File: src/rtl/logic_axi4_stream_pkg.sv
// Shared types and helpers for the logic_axi4_stream family.
// downsize_ratio gives the rx/tx beat width ratio, or 0 when the widths do not divide.
package logic_axi4_stream_pkg;

    function automatic int downsize_ratio(input int rx_bytes, input int tx_bytes);
        if (tx_bytes < 1 || rx_bytes < tx_bytes || (rx_bytes % tx_bytes) != 0)
            return 0;
        return rx_bytes / tx_bytes;
    endfunction

endpackage

File: src/rtl/logic_axi4_stream_if.sv
// AXI4-Stream bundle with a receiving (rx) and a sending (tx) view.
// Widths are set per instance so both sides of a width converter share one definition.
interface logic_axi4_stream_if #(
    parameter int TDATA_BYTES = 1,
    parameter int TDEST_WIDTH = 1,
    parameter int TUSER_WIDTH = 1,
    parameter int TID_WIDTH   = 1
) ();
    logic                     tvalid;
    logic                     tready;
    logic [TDATA_BYTES*8-1:0] tdata;
    logic [TDATA_BYTES-1:0]   tkeep;
    logic [TDATA_BYTES-1:0]   tstrb;
    logic                     tlast;
    logic [TID_WIDTH-1:0]     tid;
    logic [TDEST_WIDTH-1:0]   tdest;
    logic [TUSER_WIDTH-1:0]   tuser;

    modport rx (
        input  tvalid, tdata, tkeep, tstrb, tlast, tid, tdest, tuser,
        output tready
    );

    modport tx (
        output tvalid, tdata, tkeep, tstrb, tlast, tid, tdest, tuser,
        input  tready
    );
endinterface

File: src/rtl/logic_axi4_stream_downsizer_select.sv
// Find-first-set encoder over a segment mask.
// next_idx is the lowest set bit; is_last means no other bit is set above it.
module logic_axi4_stream_downsizer_select #(
    parameter int RATIO = 4,
    parameter int IDX_W = 2
) (
    input  logic [RATIO-1:0] mask,
    output logic [IDX_W-1:0] next_idx,
    output logic             is_last,
    output logic             any
);

    // Scan from the top so the final hit is the lowest set bit
    always_comb begin
        next_idx = '0;
        is_last  = 1'b1;
        any      = 1'b0;
        for (int i = RATIO - 1; i >= 0; i--) begin
            if (mask[i]) begin
                if (any)
                    is_last = 1'b0;
                any      = 1'b1;
                next_idx = IDX_W'(i);
            end
        end
    end

endmodule

File: src/rtl/logic_axi4_stream_downsizer.sv
// Splits each wide rx beat into narrow tx segments through a one-beat holding register.
// LOGIC_AXI4_STREAM_DOWNSIZER_SKIP_NULL_EN enables null-segment skipping and tlast relocation.
module logic_axi4_stream_downsizer
    import logic_axi4_stream_pkg::*;
#(
    parameter int RX_TDATA_BYTES = 4,
    parameter int TX_TDATA_BYTES = 1,
    parameter int TDEST_WIDTH    = 1,
    parameter int TUSER_WIDTH    = 1,
    parameter int TID_WIDTH      = 1,
    parameter int USE_TLAST      = 1,
    parameter int USE_TKEEP      = 1,
    parameter int USE_TSTRB      = 1
) (
    input logic              aclk,
    input logic              areset_n,
    logic_axi4_stream_if.rx  rx,
    logic_axi4_stream_if.tx  tx
);

    localparam int RATIO = downsize_ratio(RX_TDATA_BYTES, TX_TDATA_BYTES);
    localparam int IDX_W = (RATIO > 1) ? $clog2(RATIO) : 1;
    localparam int RXW   = RX_TDATA_BYTES * 8;
    localparam int TXW   = TX_TDATA_BYTES * 8;

    if (RATIO < 1) begin : g_bad_ratio
        $error("RX_TDATA_BYTES must be a multiple of TX_TDATA_BYTES");
    end

    logic [RXW-1:0]            hold_data;
    logic [RX_TDATA_BYTES-1:0] hold_keep;
    logic [RX_TDATA_BYTES-1:0] hold_strb;
    logic                      hold_last;
    logic [TID_WIDTH-1:0]      hold_id;
    logic [TDEST_WIDTH-1:0]    hold_dest;
    logic [TUSER_WIDTH-1:0]    hold_user;

    logic             valid_q;
    logic             last_q;
    logic [IDX_W-1:0] idx_q;

    logic [RX_TDATA_BYTES-1:0] rx_keep;
    logic [RX_TDATA_BYTES-1:0] rx_strb;
    logic                      rx_last;
    logic                      rx_fire;
    logic                      tx_fire;

    // Disabled sideband features fall back to their AXI defaults
    always_comb begin
        rx_keep = (USE_TKEEP != 0) ? rx.tkeep : '1;
        rx_strb = (USE_TSTRB != 0) ? rx.tstrb : rx_keep;
        rx_last = (USE_TLAST != 0) && rx.tlast;
    end

    assign rx.tready = !valid_q || (tx.tready && last_q);
    assign rx_fire   = rx.tvalid && rx.tready;
    assign tx_fire   = valid_q && tx.tready;

`ifdef LOGIC_AXI4_STREAM_DOWNSIZER_SKIP_NULL_EN
    logic [RATIO-1:0] pending_q;
    logic [RATIO-1:0] cap_mask;
    logic [RATIO-1:0] rem_mask;
    logic [IDX_W-1:0] cap_idx;
    logic [IDX_W-1:0] adv_idx;
    logic             cap_last;
    logic             adv_last;
    logic             cap_any;
    logic             adv_any;

    // One pending bit per segment with any kept byte; a null closing beat still carries tlast
    always_comb begin
        cap_mask = '0;
        for (int i = 0; i < RATIO; i++)
            cap_mask[i] = |rx_keep[i*TX_TDATA_BYTES +: TX_TDATA_BYTES];
        if (rx_last && (cap_mask == '0))
            cap_mask[0] = 1'b1;
    end

    // Segments still owed once the current one is accepted
    always_comb begin
        rem_mask = '0;
        for (int i = 0; i < RATIO; i++)
            rem_mask[i] = pending_q[i] && (idx_q != IDX_W'(i));
    end

    logic_axi4_stream_downsizer_select #(
        .RATIO (RATIO),
        .IDX_W (IDX_W)
    ) u_cap_sel (
        .mask     (cap_mask),
        .next_idx (cap_idx),
        .is_last  (cap_last),
        .any      (cap_any)
    );

    logic_axi4_stream_downsizer_select #(
        .RATIO (RATIO),
        .IDX_W (IDX_W)
    ) u_adv_sel (
        .mask     (rem_mask),
        .next_idx (adv_idx),
        .is_last  (adv_last),
        .any      (adv_any)
    );
`else
    logic [IDX_W-1:0] nxt_idx;

    assign nxt_idx = idx_q + IDX_W'(1);
`endif

    // Load a new beat, otherwise step to the next segment on each tx handshake
    always_ff @(posedge aclk or negedge areset_n) begin
        if (!areset_n) begin
            valid_q   <= 1'b0;
            last_q    <= 1'b0;
            idx_q     <= '0;
            hold_data <= '0;
            hold_keep <= '0;
            hold_strb <= '0;
            hold_last <= 1'b0;
            hold_id   <= '0;
            hold_dest <= '0;
            hold_user <= '0;
`ifdef LOGIC_AXI4_STREAM_DOWNSIZER_SKIP_NULL_EN
            pending_q <= '0;
`endif
        end else if (rx_fire) begin
            hold_data <= rx.tdata;
            hold_keep <= rx_keep;
            hold_strb <= rx_strb;
            hold_last <= rx_last;
            hold_id   <= rx.tid;
            hold_dest <= rx.tdest;
            hold_user <= rx.tuser;
`ifdef LOGIC_AXI4_STREAM_DOWNSIZER_SKIP_NULL_EN
            pending_q <= cap_mask;
            idx_q     <= cap_idx;
            last_q    <= cap_last;
            valid_q   <= cap_any;
`else
            idx_q     <= '0;
            last_q    <= (RATIO == 1);
            valid_q   <= 1'b1;
`endif
        end else if (tx_fire) begin
`ifdef LOGIC_AXI4_STREAM_DOWNSIZER_SKIP_NULL_EN
            pending_q <= rem_mask;
            idx_q     <= adv_idx;
            last_q    <= adv_last;
            valid_q   <= adv_any;
`else
            valid_q   <= !last_q;
            idx_q     <= last_q ? '0 : nxt_idx;
            last_q    <= (nxt_idx == IDX_W'(RATIO - 1));
`endif
        end
    end

    assign tx.tvalid = valid_q;
    assign tx.tdata  = hold_data[idx_q*TXW +: TXW];
    assign tx.tkeep  = hold_keep[idx_q*TX_TDATA_BYTES +: TX_TDATA_BYTES];
    assign tx.tstrb  = hold_strb[idx_q*TX_TDATA_BYTES +: TX_TDATA_BYTES];
    assign tx.tlast  = hold_last && last_q;
    assign tx.tid    = hold_id;
    assign tx.tdest  = hold_dest;
    assign tx.tuser  = hold_user;

endmodule

File: src/flat_wrapper.sv
// flat-port wrapper written by rule: the top's interface ports become plain ports
module logic_axi4_stream_downsizer_flat import logic_axi4_stream_pkg::*;
#(
    parameter int RX_TDATA_BYTES = 4,
    parameter int TX_TDATA_BYTES = 1,
    parameter int TDEST_WIDTH    = 1,
    parameter int TUSER_WIDTH    = 1,
    parameter int TID_WIDTH      = 1,
    parameter int USE_TLAST      = 1,
    parameter int USE_TKEEP      = 1,
    parameter int USE_TSTRB      = 1
)
  (aclk, areset_n, rx_tvalid, rx_tdata, rx_tkeep, rx_tstrb, rx_tlast, rx_tid, rx_tdest, rx_tuser, rx_tready, tx_tvalid, tx_tdata, tx_tkeep, tx_tstrb, tx_tlast, tx_tid, tx_tdest, tx_tuser, tx_tready);
  logic_axi4_stream_if #(.TDATA_BYTES(4), .TDEST_WIDTH(TDEST_WIDTH), .TUSER_WIDTH(TUSER_WIDTH), .TID_WIDTH(TID_WIDTH)) rx_i ();
  logic_axi4_stream_if #(.TDATA_BYTES(1), .TDEST_WIDTH(TDEST_WIDTH), .TUSER_WIDTH(TUSER_WIDTH), .TID_WIDTH(TID_WIDTH)) tx_i ();
  input logic aclk;
  input logic areset_n;
  input wire logic [$bits(rx_i.tvalid)-1:0] rx_tvalid;
  input wire logic [$bits(rx_i.tdata)-1:0] rx_tdata;
  input wire logic [$bits(rx_i.tkeep)-1:0] rx_tkeep;
  input wire logic [$bits(rx_i.tstrb)-1:0] rx_tstrb;
  input wire logic [$bits(rx_i.tlast)-1:0] rx_tlast;
  input wire logic [$bits(rx_i.tid)-1:0] rx_tid;
  input wire logic [$bits(rx_i.tdest)-1:0] rx_tdest;
  input wire logic [$bits(rx_i.tuser)-1:0] rx_tuser;
  output wire logic [$bits(rx_i.tready)-1:0] rx_tready;
  output wire logic [$bits(tx_i.tvalid)-1:0] tx_tvalid;
  output wire logic [$bits(tx_i.tdata)-1:0] tx_tdata;
  output wire logic [$bits(tx_i.tkeep)-1:0] tx_tkeep;
  output wire logic [$bits(tx_i.tstrb)-1:0] tx_tstrb;
  output wire logic [$bits(tx_i.tlast)-1:0] tx_tlast;
  output wire logic [$bits(tx_i.tid)-1:0] tx_tid;
  output wire logic [$bits(tx_i.tdest)-1:0] tx_tdest;
  output wire logic [$bits(tx_i.tuser)-1:0] tx_tuser;
  input wire logic [$bits(tx_i.tready)-1:0] tx_tready;
  assign rx_i.tvalid = rx_tvalid;
  assign rx_i.tdata = rx_tdata;
  assign rx_i.tkeep = rx_tkeep;
  assign rx_i.tstrb = rx_tstrb;
  assign rx_i.tlast = rx_tlast;
  assign rx_i.tid = rx_tid;
  assign rx_i.tdest = rx_tdest;
  assign rx_i.tuser = rx_tuser;
  assign rx_tready = rx_i.tready;
  assign tx_tvalid = tx_i.tvalid;
  assign tx_tdata = tx_i.tdata;
  assign tx_tkeep = tx_i.tkeep;
  assign tx_tstrb = tx_i.tstrb;
  assign tx_tlast = tx_i.tlast;
  assign tx_tid = tx_i.tid;
  assign tx_tdest = tx_i.tdest;
  assign tx_tuser = tx_i.tuser;
  assign tx_i.tready = tx_tready;
  logic_axi4_stream_downsizer #(.RX_TDATA_BYTES(RX_TDATA_BYTES), .TX_TDATA_BYTES(TX_TDATA_BYTES), .TDEST_WIDTH(TDEST_WIDTH), .TUSER_WIDTH(TUSER_WIDTH), .TID_WIDTH(TID_WIDTH), .USE_TLAST(USE_TLAST), .USE_TKEEP(USE_TKEEP), .USE_TSTRB(USE_TSTRB)) u_core (.aclk(aclk), .areset_n(areset_n), .rx(rx_i), .tx(tx_i));
endmodule
File: config.mk
export PLATFORM = sky130hd
export DESIGN_NAME = logic_axi4_stream_downsizer_flat
export DESIGN_NICKNAME = d
export VERILOG_FILES = /design/src/rtl/logic_axi4_stream_pkg.sv /design/src/rtl/logic_axi4_stream_if.sv /design/src/rtl/logic_axi4_stream_downsizer_select.sv /design/src/rtl/logic_axi4_stream_downsizer.sv /design/src/flat_wrapper.sv
export SDC_FILE = /design/constraint.sdc
export NUM_CORES = 1
export LEC_CHECK = 0
export CAP_MARGIN = 10
export CORE_UTILIZATION = 53
export DETAILED_ROUTE_END_ITERATION = 8
export GPL_ROUTABILITY_DRIVEN = 0
export PLACE_DENSITY = 0.87
export SYNTH_ARGS = -nofsm -noshare
export SYNTH_HDL_FRONTEND = slang
export SYNTH_SLANG_ARGS = --single-unit
File: constraint.sdc
create_clock -name aclk -period 3.1 [get_ports aclk]
set_input_delay 0.62 -clock aclk [delete_from_list [all_inputs] [get_ports aclk]]
set_output_delay 0.62 -clock aclk [all_outputs]
set_load 0.005 [all_outputs]
# Yosys cells after proc, flatten, opt, wreduce, memory -nomap -nowiden

Cells that the tools add are included.

Bits in registers: 48
Bits of input ports: 48
Output and inout port bits: 16

Add/subtract/negate cells: 1
Eq/ne operators: 1
Shifts and indexed selects: 3
Mux-type cells: 7
Reduce and logical (&&, ||, !) cells: 8

Operators by type and width:

| kind                                                           | number |
|---|---|
| 32-bit by 6-bit indexed part select with 8-bit output          | 1 |
| 4-bit by 3-bit indexed part select with 1-bit output           | 2 |
| 2-bit two-way mux                                              | 3 |
| 1-bit logical AND                                              | 4 |
| 1-bit two-way mux                                              | 4 |
| 2-bit by 1-bit adder with 2-bit output (second input constant) | 1 |
| 2-bit equality test (second input constant)                    | 1 |
| 1-bit zero test                                                | 2 |
| 2-bit nonzero test                                             | 1 |
| 1-bit logical OR                                               | 1 |

# Longest topological paths before layout

Gate-level depths: netlist of run 1.

Depth in word-level cells: 4
Gate-level depth with buffers: 5

# Worst setup path after synthesis of run 1

OpenSTA, ideal clock, no wires.

Path kind: input -> output
Start: input tx_tready
End: output rx_tready
Arrival: 1.078 ns
Required time: 2.480 ns
Path slack: 1.402 ns
Stages on the path: 3
Path buffers: 1
Cell sequence: a21boi_4 -> buf_4 -> inv_1

Cells in the longest elaborated chain, start to end: 2

Ends and longest elaborated chain:

| element            | line                              | text |
|---|---|---|
| start: declaration | flat_wrapper.sv:35                | `input wire logic [$bits(tx_i.tready)-1:0] tx_tready;` |
| 1-bit logical AND  | logic_axi4_stream_downsizer.sv:55 | `assign rx.tready = !valid_q \|\| (tx.tready && last_q);` |
| 1-bit logical OR   | logic_axi4_stream_downsizer.sv:55 |  |
| end: declaration   | flat_wrapper.sv:26                | `output wire logic [$bits(rx_i.tready)-1:0] rx_tready;` |

Every way passes these cells.

# Final worst setup path of run 1

Start: register u_core.idx_q[0]
End: output tx_tdata[1]

Cells in the longest elaborated chain, start to end: 1

Ends and longest elaborated chain:

| element                                               | line                               | text |
|---|---|---|
| start: declaration                                    | logic_axi4_stream_downsizer.sv:40  | `logic [IDX_W-1:0] idx_q;` |
| start signal: assignment                              | logic_axi4_stream_downsizer.sv:153 | `idx_q <= last_q ? '0 : nxt_idx;` |
| 32-bit by 6-bit indexed part select with 8-bit output | logic_axi4_stream_downsizer.sv:160 | `assign tx.tdata = hold_data[idx_q*TXW +: TXW];` |
| end: declaration                                      | flat_wrapper.sv:28                 | `output wire logic [$bits(tx_i.tdata)-1:0] tx_tdata;` |

Every way passes these cells.

==> key figures, run 1 <==
Die
  – Floorplan row count: 24
  – Die W: approximately 71 µm
  – Initial core utilization: 0.566
  – Die ar.: 0.00502 mm²
  – Io pins: 64
  – Core Region: about 0.0044 mm²
  – Die Span Y: 70.9 µm

Critical path
  – CP max stage delay: 0.54 ns
  – CP startpoint kind: register
  – Crit-path cells: buf_4 -> mux4_2 -> clkdlybuf4s50_1
  – Required @ worst endpoint: 2.48 ns
  – Sum of buffers and inverters on the critical path: 2
  – Crit. path cell count: 3
  – Critical path launch point: u_core.idx_q[0]$_DFFE_PN0P_
  – Worst R2R Setup Slack: 1.50 ns
  – Critical path arrival: 1.90 ns
  – FF-to-FF End: u_core.hold_data[22]$_DFFE_PN0P_
  – R2r startpoint: u_core.tx.tvalid$_DFFE_PN0P_
  – Slowest CP cell: mux4_2
  – Crit path kind: reg -> out
  – Crit end category: primary output
  – CP Capture Point: tx_tdata[1]
  – Cell family with most CP delay: buffers and inverters
  – R2R depth: 3
  – Max FO, Critical Path: 11

Global routing
  – Largest net degree at the start of global routing: 49
  – First-pass GRT wire length: about 9.6 mm
  – Grt peak-use layer: met2
  – Gr ovfl total: 0
  – Initial antenna violation count: 0
  – Vias in the first global route: 2,005
  – Met2 GRT Util: 0.433
  – Global-route usage over all layers: 0.254
  – GR met1 Demand/Resource: 0.317
  – Met3 track demand over resource: 0.0641

STA
  – Setup TNS: 0 ns
  – Max Clk Rate: 0.397 GHz
  – Skew final: 0.0117 ns
  – Worst rel slew slack: 0.301
  – Final setup vio count: 0
  – Final Critical Period: 2.52 ns
  – Slew Viols, Final: 0
  – Worst Tran Pin Value: 1.05 ns
  – RSZ-0062 raised after global routing: false
  – Hold Vio Cnt, Final: 0
  – Fin crit share: 0.813
  – Setup slack after layout: 0.579 ns

Finish
  – Final nets: approximately 330
  – Commonest non-fill, non-tap cells in the layout: clkdlybuf4s50_1 (61), inv_1 (48), dfrtp_1 (48)
  – Number of diodes: 0
  – Most common cell after layout, fill and taps aside: clkdlybuf4s50_1
  – Final non-filler cell total: ~340
  – Layout cells sized above 1: 0.157
  – Layout area overhead: 28.6%

Synth
  – Mapped Nets: 278
  – Post-Syn Area per Cell: 11.0 µm²
  – Post-synth cell types: 23
  – Synth top area cells: dfrtp_1 (48%), o32ai_1 (11%), mux4_2 (9.0%)
  – Register bit count reported by yosys: 48
  – Sequential area share after synthesis: 0.478
  – Synth area leader: dfrtp_1
  – Yosys top cell area share: 0.478
  – Mapped Cells: 229
  – Mapped Area: 0.00251 mm²
  – Yosys warns: 0

Clocking
  – Root Buffer: clkbuf_8
  – TritonCTS clock tree: done
  – CTS max path bufs: 2
  – Resize count post-CTS: 0
  – Worst-skew pair later-pin latency: 0.32 ns
  – Cts hold-fix bufs: 0
  – CTS H-Tree Depth: 2
  – Post-CTS Repair Setup Buffers: 0
  – Clk slew on worst S/H paths: 0.09 ns
  – CTS sink count: 48
  – CTS buffer count: 5

Detailed routing
  – Post-Route WL: between 5 and 6 mm
  – DR DRC count: 8
  – Post-detailed-route wirelength per cell: 16.8 µm
  – Vias per cell: between 5 and 6
  – Initial DRC Count: between 100 and 150
  – Total number of vias: approximately 2,000
  – Drt first pass iters: 6
  – ANT nets after route: 0

Power and ir drop
  – Design Power: 2.93 mW
  – Combinational power share: 0.466
  – Switching part of the total: 0.315
  – Register share of total power: 0.376
  – Clock share of power: 0.158
  – Leak pwr: about 1.4 nW
  – Internal: 2.00 mW
  – P per Cell Area: 905 mW/mm²
  – Psw: 0.923 mW
  – Peak supply drop: 0.486 mV

Outcome
  – Failing checks: design-rule violations
  – Status: complete, but fails checks

Run
  – MaxCap Viol Count: 0

Place
  – Place WS: 0.616 ns
  – Number of port buffers: 63
  – Placed instance count: 330
  – Detail Placement HPWL: approximately 3.6 mm

Min path
  – Worst Hold Class: in -> async
## metal layers
layer  wire [µm]  up-vias
li1            -      915
met1        2330      975
met2        2930       70
met3         316        8
met4          99        0
met5           0        -
## metrics by stage
step | utilization | area, µm² | hold slack, ns
after floorplan | - | 2510 | 0.324
after global placement | 0.702 | 3120 | 0.529
after detailed placement | 0.702 | 3120 | 0.534
after CTS | 0.727 | 3230 | 0.521
after global routing | 0.727 | 3230 | 0.569
final | 0.727 | 3230 | 0.490
## final cells by class
cell class,count,area (µm²)
multi-input cells,112,1000
flip-flops and latches,48,1200
fillers,327,1210
clock buffers,5,68.8
inverters,48,180
clock inverters,3,42.5
repair buffers,70,673
well taps,52,65.1
## worst min-delay path by stage
stage,start,endpoint,slack [ns],cells past startpoint
5_1_grt,areset_n,u_core.hold_data[24]$_DFFE_PN0P_,0.57,1
3_5_place_dp,u_core.hold_data[25]$_DFFE_PN0P_,u_core.hold_data[25]$_DFFE_PN0P_,0.53,2
6_report,areset_n,u_core.hold_data[19]$_DFFE_PN0P_,0.49,1
3_3_place_gp,u_core.hold_data[23]$_DFFE_PN0P_,u_core.hold_data[23]$_DFFE_PN0P_,0.53,2
4_1_cts,areset_n,u_core.hold_data[18]$_DFFE_PN0P_,0.52,1
2_1_floorplan,areset_n,u_core.hold_data[0]$_DFFE_PN0P_,0.32,0
## synth_stat cells
cell type	instances
dfrtp_1	48
inv_1	48
nand2_1	44
o32ai_1	31
o32ai_2	13
mux4_2	10
buf_2	7
clkbuf_1	6
buf_6	4
buf_4	3
nand3b_1	2
nor2b_1	2
a21boi_4	1
and3_1	1
buf_8	1
ha_1	1
mux2_2	1
mux2i_1	1
nand4b_1	1
nor2_1	1
o22ai_1	1
o311ai_0	1
or2_2	1
## cells by family (layout without fill, tap and decap cells)
kind of cell | count (synthesis) | after routing | share of synthesized area
buffers and inverters | 69 | 126 | 0.127
and+or+nand+nor | 52 | 52 | 0.0866
adders and majority gates | 1 | 1 | 0.00497
DFF | 48 | 48 | 0.478
AOI/OAI and AO/OA | 47 | 47 | 0.205
muxes | 12 | 12 | 0.0980
## power by group through the flow
stage / sequential, mW / combinational, mW / clock (mW)
2_1_floorplan: 1.05 / 0.883 / 0
3_5_place_dp: 1.10 / 1.36 / 0
5_1_grt: 1.14 / 1.47 / 0.496
6_report: 1.10 / 1.36 / 0.462
3_3_place_gp: 1.09 / 1.33 / 0
4_1_cts: 1.10 / 1.38 / 0.466
## sequential cells by signal (all words and copies together), names as in the netlist
name,flops
u_core.hold_keep,4
u_core.hold_data,32
u_core.tx.tid,1
u_core.hold_last,1
u_core.tx.tuser,1
u_core.last_q,1
u_core.tx.tvalid,1
u_core.idx_q,2
u_core.hold_strb,4
u_core.tx.tdest,1
(Power assumes the default switching activity.)
==> inputs of run 2 (changes only) <==
--- a/config.mk
+++ b/config.mk
@@ -6,10 +6,10 @@
 export NUM_CORES = 1
 export LEC_CHECK = 0
 export CAP_MARGIN = 10
-export CORE_UTILIZATION = 53
+export CORE_UTILIZATION = 49
 export DETAILED_ROUTE_END_ITERATION = 8
 export GPL_ROUTABILITY_DRIVEN = 0
-export PLACE_DENSITY = 0.87
+export PLACE_DENSITY = 0.81
 export SYNTH_ARGS = -nofsm -noshare
 export SYNTH_HDL_FRONTEND = slang
 export SYNTH_SLANG_ARGS = --single-unit
==> constraint.sdc (replaced) <==
create_clock -name aclk -period 2.4 [get_ports aclk]
set_input_delay 0.48 -clock aclk [delete_from_list [all_inputs] [get_ports aclk]]
set_output_delay 0.48 -clock aclk [all_outputs]
set_load 0.005 [all_outputs]
==> run 2 against run 1 <==
Effect of this change: the flow now finishes without violations; flip-flop and latch count is the same; utilization shrank 4.3 points; register-to-register slack lost 0.67 ns; power grew 27%; count of clock-buffer cells in the layout grew 1; sequential share of layout area shrank 0.63 points; non-clock buffer count grew 3; first-iteration DRC count shrank 29%; worst hold slack lost 0.34 ns; largest cell class unchanged.
==> key figures, run 2 (synthesis results as in run 1) <==
Outcome
  – Status: complete, no violations

STA
  – Setup TNS: 0 ns (unchanged)
  – Fin crit share: 0.961
  – Final setup vio count: 0 (unchanged)
  – Skew final: 0.00666 ns (-0.00500 ns)
  – Worst Tran Pin Value: 0.533 ns (-0.515 ns)
  – RSZ-0062 raised after global routing: false
  – Worst rel slew slack: 0.645 (+0.343)
  – Setup slack after layout: 0.0933 ns (-0.486 ns)
  – Max Clk Rate: 0.434 GHz
  – Slew Viols, Final: 0 (unchanged)
  – Hold Vio Cnt, Final: 0 (unchanged)
  – Final Critical Period: about 2.3 ns

Finish
  – Biggest register: u_core.hold_data
  – Largest regs: u_core.hold_data (32), u_core.hold_keep (4), u_core.hold_strb (4)
  – Layout cells sized above 1: 0.173 (+0.0157)
  – Layout filler cell count: 398 (+22%)
  – Sequential Area: 0.00120 mm² (+0.21%)
  – Area of the multi-input gates: 0.00100 mm² (unchanged)
  – Number of flip-flops in the largest register: 32 (unchanged)
  – Commonest non-fill, non-tap cells in the layout: clkdlybuf4s50_1 (61), inv_1 (48), dfrtp_1 (46)
  – Layout area overhead: 31.0%
  – Final nets: 337 (+0.90%)
  – Number of diodes: 0 (unchanged)
  – Most common cell after layout, fill and taps aside: clkdlybuf4s50_1

Clocking
  – CTS max path bufs: 2 (unchanged)
  – CTS buffer count: 5 (unchanged)
  – Root Buffer: clkbuf_8
  – Clk slew on worst S/H paths: 0.09 ns (about the same)
  – CTS H-Tree Depth: 2 (unchanged)
  – Worst-skew pair later-pin latency: 0.30 ns (-0.02 ns)
  – TritonCTS clock tree: done
  – CTS sink count: 48 (unchanged)

Min path
  – Worst Hold Class: in -> async

Global routing
  – Largest net degree at the start of global routing: 46 (-6.1%)
  – Initial antenna violation count: 0 (unchanged)
  – Gr ovfl total: 0 (unchanged)
  – Vias in the first global route: 1,973 (-1.6%)
  – First-pass GRT wire length: 9.44 mm (-1.8%)
  – Global-route usage over all layers: 0.231 (-0.0230)

Critical path
  – R2r startpoint: u_core.tx.tvalid$_DFFE_PN0P_
  – Worst R2R Setup Slack: 0.83 ns (-0.67 ns)
  – CP startpoint kind: register
  – Crit end category: primary output
  – R2R depth: 3 (unchanged)
  – Crit path kind: reg -> out
  – Max FO, Critical Path: 9 (-2)
  – FF-to-FF End: u_core.hold_data[29]$_DFFE_PN0P_
  – Critical path launch point: u_core.idx_q[0]$_DFFE_PN0P_
  – Required @ worst endpoint: 1.92 ns (-0.56 ns)
  – CP Capture Point: tx_tdata[6]
  – Critical path arrival: 1.83 ns (-0.07 ns)

Detailed routing
  – Total number of vias: 1,917 (-2.6%)
  – Initial DRC Count: 104 (-29%)
  – Post-Route WL: 5.49 mm (-3.2%)
  – Post-detailed-route wirelength per cell: 15.4 µm (-8.1%)
  – ANT nets after route: 0 (unchanged)
  – Vias per cell: 5.38 (-7.5%)
  – Drt first pass iters: 4 (-2)
  – DR DRC count: 0 (-8)

Power and ir drop
  – Design Power: 3.71 mW (+27%)
  – P per Cell Area: 1130 mW/mm² (+25%)
  – Peak supply drop: 0.573 mV (+18%)
  – Leak pwr: 1.45 nW (+1.3%)

Place
  – Number of port buffers: 63 (unchanged)
  – Detail Placement HPWL: 3.72 mm (+4.6%)
  – Place WS: 0.215 ns (-0.402 ns)

Die
  – Die ar.: 0.00542 mm² (+7.9%)
  – Die W: 73.6 µm (+3.9%)
  – Floorplan row count: 25 (+4.2%)
  – Core Region: 0.00482 mm² (+8.4%)
  – Io pins: 64 (unchanged)
  – Die Span Y: 73.6 µm (+3.9%)
  – Initial core utilization: 0.522 (-0.0438)

Run
  – MaxCap Viol Count: 0 (unchanged)
[run 2: changes by cell type in the layout (fill, tap and decap cells not counted)]
cell | before | now
clkinvlp_4 | 1 | 0
dfrtp_2 | 0 | 2
bufinv_16 | 1 | 0
buf_12 | 0 | 3
dfrtp_1 | 48 | 46
clkbuf_8 | 5 | 6
clkinv_2 | 1 | 2
[run 2: critical path: stages, from the launching register on]
cell and delay [ns]:
dfrtp_2 0.41, buf_12 0.15, mux4_2 0.51, clkdlybuf4s50_1 0.47
[run 2: stage by stage]
step / instance area [µm²] / instances / hold slack [ns] / util
floorplan: 2510 / 229 / 0.184 / -
global placement: 3190 / 346 / 0.474 / 0.661
detailed placement: 3190 / 346 / 0.483 / 0.661
CTS: 3280 / 354 / 0.156 / 0.681
global route: 3300 / 356 / 0.170 / 0.684
finish: 3300 / 356 / 0.151 / 0.684
[run 2: how the worst min path moves through the flow]
stage	from	end	slack [ns]	cells past startpoint
after global placement	areset_n	u_core.hold_data[19]$_DFFE_PN0P_	0.47	2
after floorplan	areset_n	u_core.hold_data[0]$_DFFE_PN0P_	0.18	0
after CTS	areset_n	u_core.hold_data[18]$_DFFE_PN0P_	0.16	2
after detailed placement	areset_n	u_core.hold_data[12]$_DFFE_PN0P_	0.48	2
after global routing	areset_n	u_core.hold_data[19]$_DFFE_PN0P_	0.17	2
final	areset_n	u_core.hold_data[19]$_DFFE_PN0P_	0.15	2
[run 2: per-layer routing]
layer / vias up / part of all wire / track usage
met3: 5 / 0.030 / 0.0329
met4: 0 / 0.0073 / 0.0513
met2: 44 / 0.51 / 0.394
li1: 921 / - / -
met5: - / 0 / 0
met1: 947 / 0.45 / 0.313
[run 2: where the power goes]
| part | switching (mW) | total [mW] | internal (mW) |
|---|---|---|---|
| registers | 0.241 | 1.44 | 1.20 |
| logic | 0.641 | 1.78 | 1.14 |
| clock network | 0.269 | 0.499 | 0.230 |
| total | 1.15 | 3.71 | 2.56 |
[run 2: area by class of cell]
cell class,instances,share of cell area
Clock buffer,6,0.0251
Clock inverter,2,0.00304
Inverter,48,0.0547
Multi-Input combinational cell,112,0.304
Sequential cell,48,0.365
Tap cell,67,0.0254
Timing Repair Buffer,73,0.222
[run 2: repair_timing]
item / CTS / global route
hold buffers: 0 / 0
resized for setup: 1 / 1
gates cloned: 0 / 0
hold endpoints to repair: 0 / 0
setup endpoints to repair: 4 / 4
setup buffers: 0 / 2
==> inputs of run 3 (changes only) <==
--- a/config.mk
+++ b/config.mk
@@ -6,6 +6,7 @@
 export NUM_CORES = 1
 export LEC_CHECK = 0
 export CAP_MARGIN = 10
+export CORE_ASPECT_RATIO = 1.75
 export CORE_UTILIZATION = 49
 export DETAILED_ROUTE_END_ITERATION = 8
 export GPL_ROUTABILITY_DRIVEN = 0
==> run 3 against run 2 <==
Effect of this change: die area increased by 0.21%; design area is the same; power up 5.7%; critical path type unchanged; worst setup slack worse by 0.042 ns; utilization down 1.6 points; routed wire length rose by 1.8%; maximum frequency down 1.8%; flip-flop and latch count unchanged.
==> key figures, run 3 (synthesis results as in run 1) <==
STA
  – Hold Vio Cnt, Final: 0 (unchanged)
  – Skew final: 0.00942 ns (+0.00276 ns)
  – Max Clk Rate: 0.426 GHz (-1.8%)
  – Fin crit share: 0.979 (+0.0177)
  – Worst Tran Pin Value: 0.533 ns (+0.000354 ns)
  – Setup TNS: 0 ns (unchanged)
  – Final setup vio count: 0 (unchanged)
  – Final Critical Period: 2.35 ns (+0.0424 ns)
  – Worst hold slack: 0.0731 ns (-0.0783 ns)
  – RSZ-0062 raised after global routing: false
  – Worst rel slew slack: 0.644 (about the same)
  – Slew Viols, Final: 0 (unchanged)
  – Setup slack after layout: 0.0509 ns (-0.0424 ns)

Clocking
  – Clk slew on worst S/H paths: 0.10 ns (about the same)
  – Root Buffer: clkbuf_8
  – CTS sink count: 48 (unchanged)
  – Worst-skew pair later-pin latency: 0.31 ns (about the same)
  – TritonCTS clock tree: done
  – CTS max path bufs: 2 (unchanged)
  – Cts hold-fix bufs: 0 (unchanged)
  – CTS H-Tree Depth: 2 (unchanged)
  – CTS buffer count: 5 (unchanged)

Die
  – Die W: 56.2 µm (-24%)
  – Floorplan row count: 34 (+36%)
  – Core Region: 0.00493 mm² (+2.4%)
  – Die ar.: 0.00543 mm² (+0.21%)
  – Initial core utilization: 0.510 (-0.0124)
  – Die Span Y: 96.8 µm (+31%)
  – Io pins: 64 (unchanged)

Critical path
  – Critical path launch point: u_core.idx_q[0]$_DFFE_PN0P_
  – Required @ worst endpoint: 1.92 ns (about the same)
  – Crit path kind: reg -> out
  – Worst R2R Setup Slack: 0.78 ns (-0.05 ns)
  – FF-to-FF End: u_core.hold_data[9]$_DFFE_PN0P_
  – Critical path arrival: 1.87 ns (+0.04 ns)
  – R2r startpoint: u_core.tx.tvalid$_DFFE_PN0P_
  – R2R depth: 3 (unchanged)
  – CP startpoint kind: register
  – Crit end category: primary output
  – CP Capture Point: tx_tdata[6]
  – Max FO, Critical Path: 8 (-1)

Detailed routing
  – ANT nets after route: 0 (unchanged)
  – Post-detailed-route wirelength per cell: 16.4 µm (+6.3%)
  – Total number of vias: 1,929 (+0.63%)
  – Vias per cell: 5.66 (+5.1%)
  – Drt first pass iters: 4 (unchanged)
  – Initial DRC Count: 69 (-34%)
  – DR DRC count: 0 (unchanged)
  – Post-Route WL: 5.59 mm (+1.8%)

Place
  – Post-DP Area: 0.00316 mm² (-0.90%)
  – Detail Placement HPWL: 3.90 mm (+5.0%)
  – Place WS: 0.190 ns (-0.0245 ns)
  – Placed instance count: 333 (-3.8%)
  – Number of port buffers: 63 (unchanged)

Finish
  – Final Core Density: 0.668 (-0.0163)
  – Design area: 0.00330 mm² (unchanged)
  – Number of diodes: 0 (unchanged)
  – Layout cells sized above 1: 0.164 (-0.00925)
  – Commonest non-fill, non-tap cells in the layout: clkdlybuf4s50_1 (61), inv_1 (48), dfrtp_1 (47)
  – Layout filler cell count: 391 (-1.8%)
  – Largest regs: u_core.hold_data (32), u_core.hold_keep (4), u_core.hold_strb (4)
  – Most common cell after layout, fill and taps aside: clkdlybuf4s50_1
  – Final nets: 335 (-0.59%)
  – Layout area overhead: 31.0% (unchanged)
  – Final non-filler cell total: 341 (-4.2%)
  – Number of flip-flops in the largest register: 32 (unchanged)
  – Biggest register: u_core.hold_data

Run
  – MaxCap Viol Count: 0 (unchanged)

Power and ir drop
  – Leak pwr: 1.45 nW (+0.49%)
  – Peak supply drop: 0.827 mV (+44%)
  – Clock share of power: 0.180 (+0.046)
  – P per Cell Area: 1190 mW/mm² (+5.7%)
  – Design Power: 3.93 mW (+5.7%)
  – Register share of total power: 0.369 (-0.018)
  – Combinational power share: 0.451 (-0.027)
  – Switching part of the total: 0.305 (-0.00485)
  – Psw: 1.20 mW (+4.1%)
  – Internal: 2.73 mW (+6.5%)

Global routing
  – Gr ovfl total: 0 (unchanged)
  – First-pass GRT wire length: 9.54 mm (+1.0%)
  – Global-route usage over all layers: 0.225 (-0.00588)
  – Largest net degree at the start of global routing: 46 (unchanged)
  – Initial antenna violation count: 0 (unchanged)
  – Vias in the first global route: 2,036 (+3.2%)

Outcome
  – Status: complete, no violations

Min path
  – Worst Hold Class: in -> async
## run 3: changes by cell type in the layout (fill, tap and decap cells not counted)
cell,change
clkbuf_8,-1
bufinv_16,+2
buf_4,-1
dfrtp_2,-1
dfrtp_1,+1
inv_6,+1
clkinv_2,-2
buf_12,-1
## run 3: worst min-delay path by stage
stage	endpoint	slack (ns)	depth (start not counted)
6_report	u_core.tx.tuser$_DFFE_PN0P_	0.07	1
5_1_grt	u_core.hold_data[7]$_DFFE_PN0P_	0.09	1
4_1_cts	u_core.tx.tid$_DFFE_PN0P_	0.08	1
3_5_place_dp	u_core.tx.tid$_DFFE_PN0P_	0.42	1
3_3_place_gp	u_core.tx.tdest$_DFFE_PN0P_	0.41	1
2_1_floorplan	u_core.hold_data[0]$_DFFE_PN0P_	0.18	0
## run 3: cell type report
type / count / area (µm²) / area share
Clock buffer: 5 / 68.8 / 0.0209
Clock inverter: 3 / 68.8 / 0.0209
Inverter: 48 / 180 / 0.0547
Multi-Input combinational cell: 112 / 1000 / 0.304
Sequential cell: 48 / 1200 / 0.365
Tap cell: 54 / 67.6 / 0.0205
Timing Repair Buffer: 71 / 706 / 0.214
## run 3: layer usage
metal,vias to the layer above,part of all wire,GRT usage
met5,-,0,0
met4,0,0.027,0.0957
met3,15,0.030,0.0294
met2,56,0.55,0.392
met1,942,0.39,0.275
li1,916,-,-
## run 3: what timing repair did
action	CTS	global route
endpoints found under the setup margin	1	0
gates resized for setup	1	0
buffers inserted	0	0
## run 3: power groups by stage
stage	registers (mW)	logic (mW)	clock network, mW
3_3_place_gp	1.43	1.73	0
5_1_grt	1.49	1.92	0.743
4_1_cts	1.44	1.79	0.711
6_report	1.45	1.77	0.707
2_1_floorplan	1.36	1.14	0
3_5_place_dp	1.45	1.78	0
## run 3: critical path: stages, from the launching register on
cell             delay (ns)
dfrtp_2                0.43
buf_12                 0.15
mux4_2                 0.52
clkdlybuf4s50_1        0.47
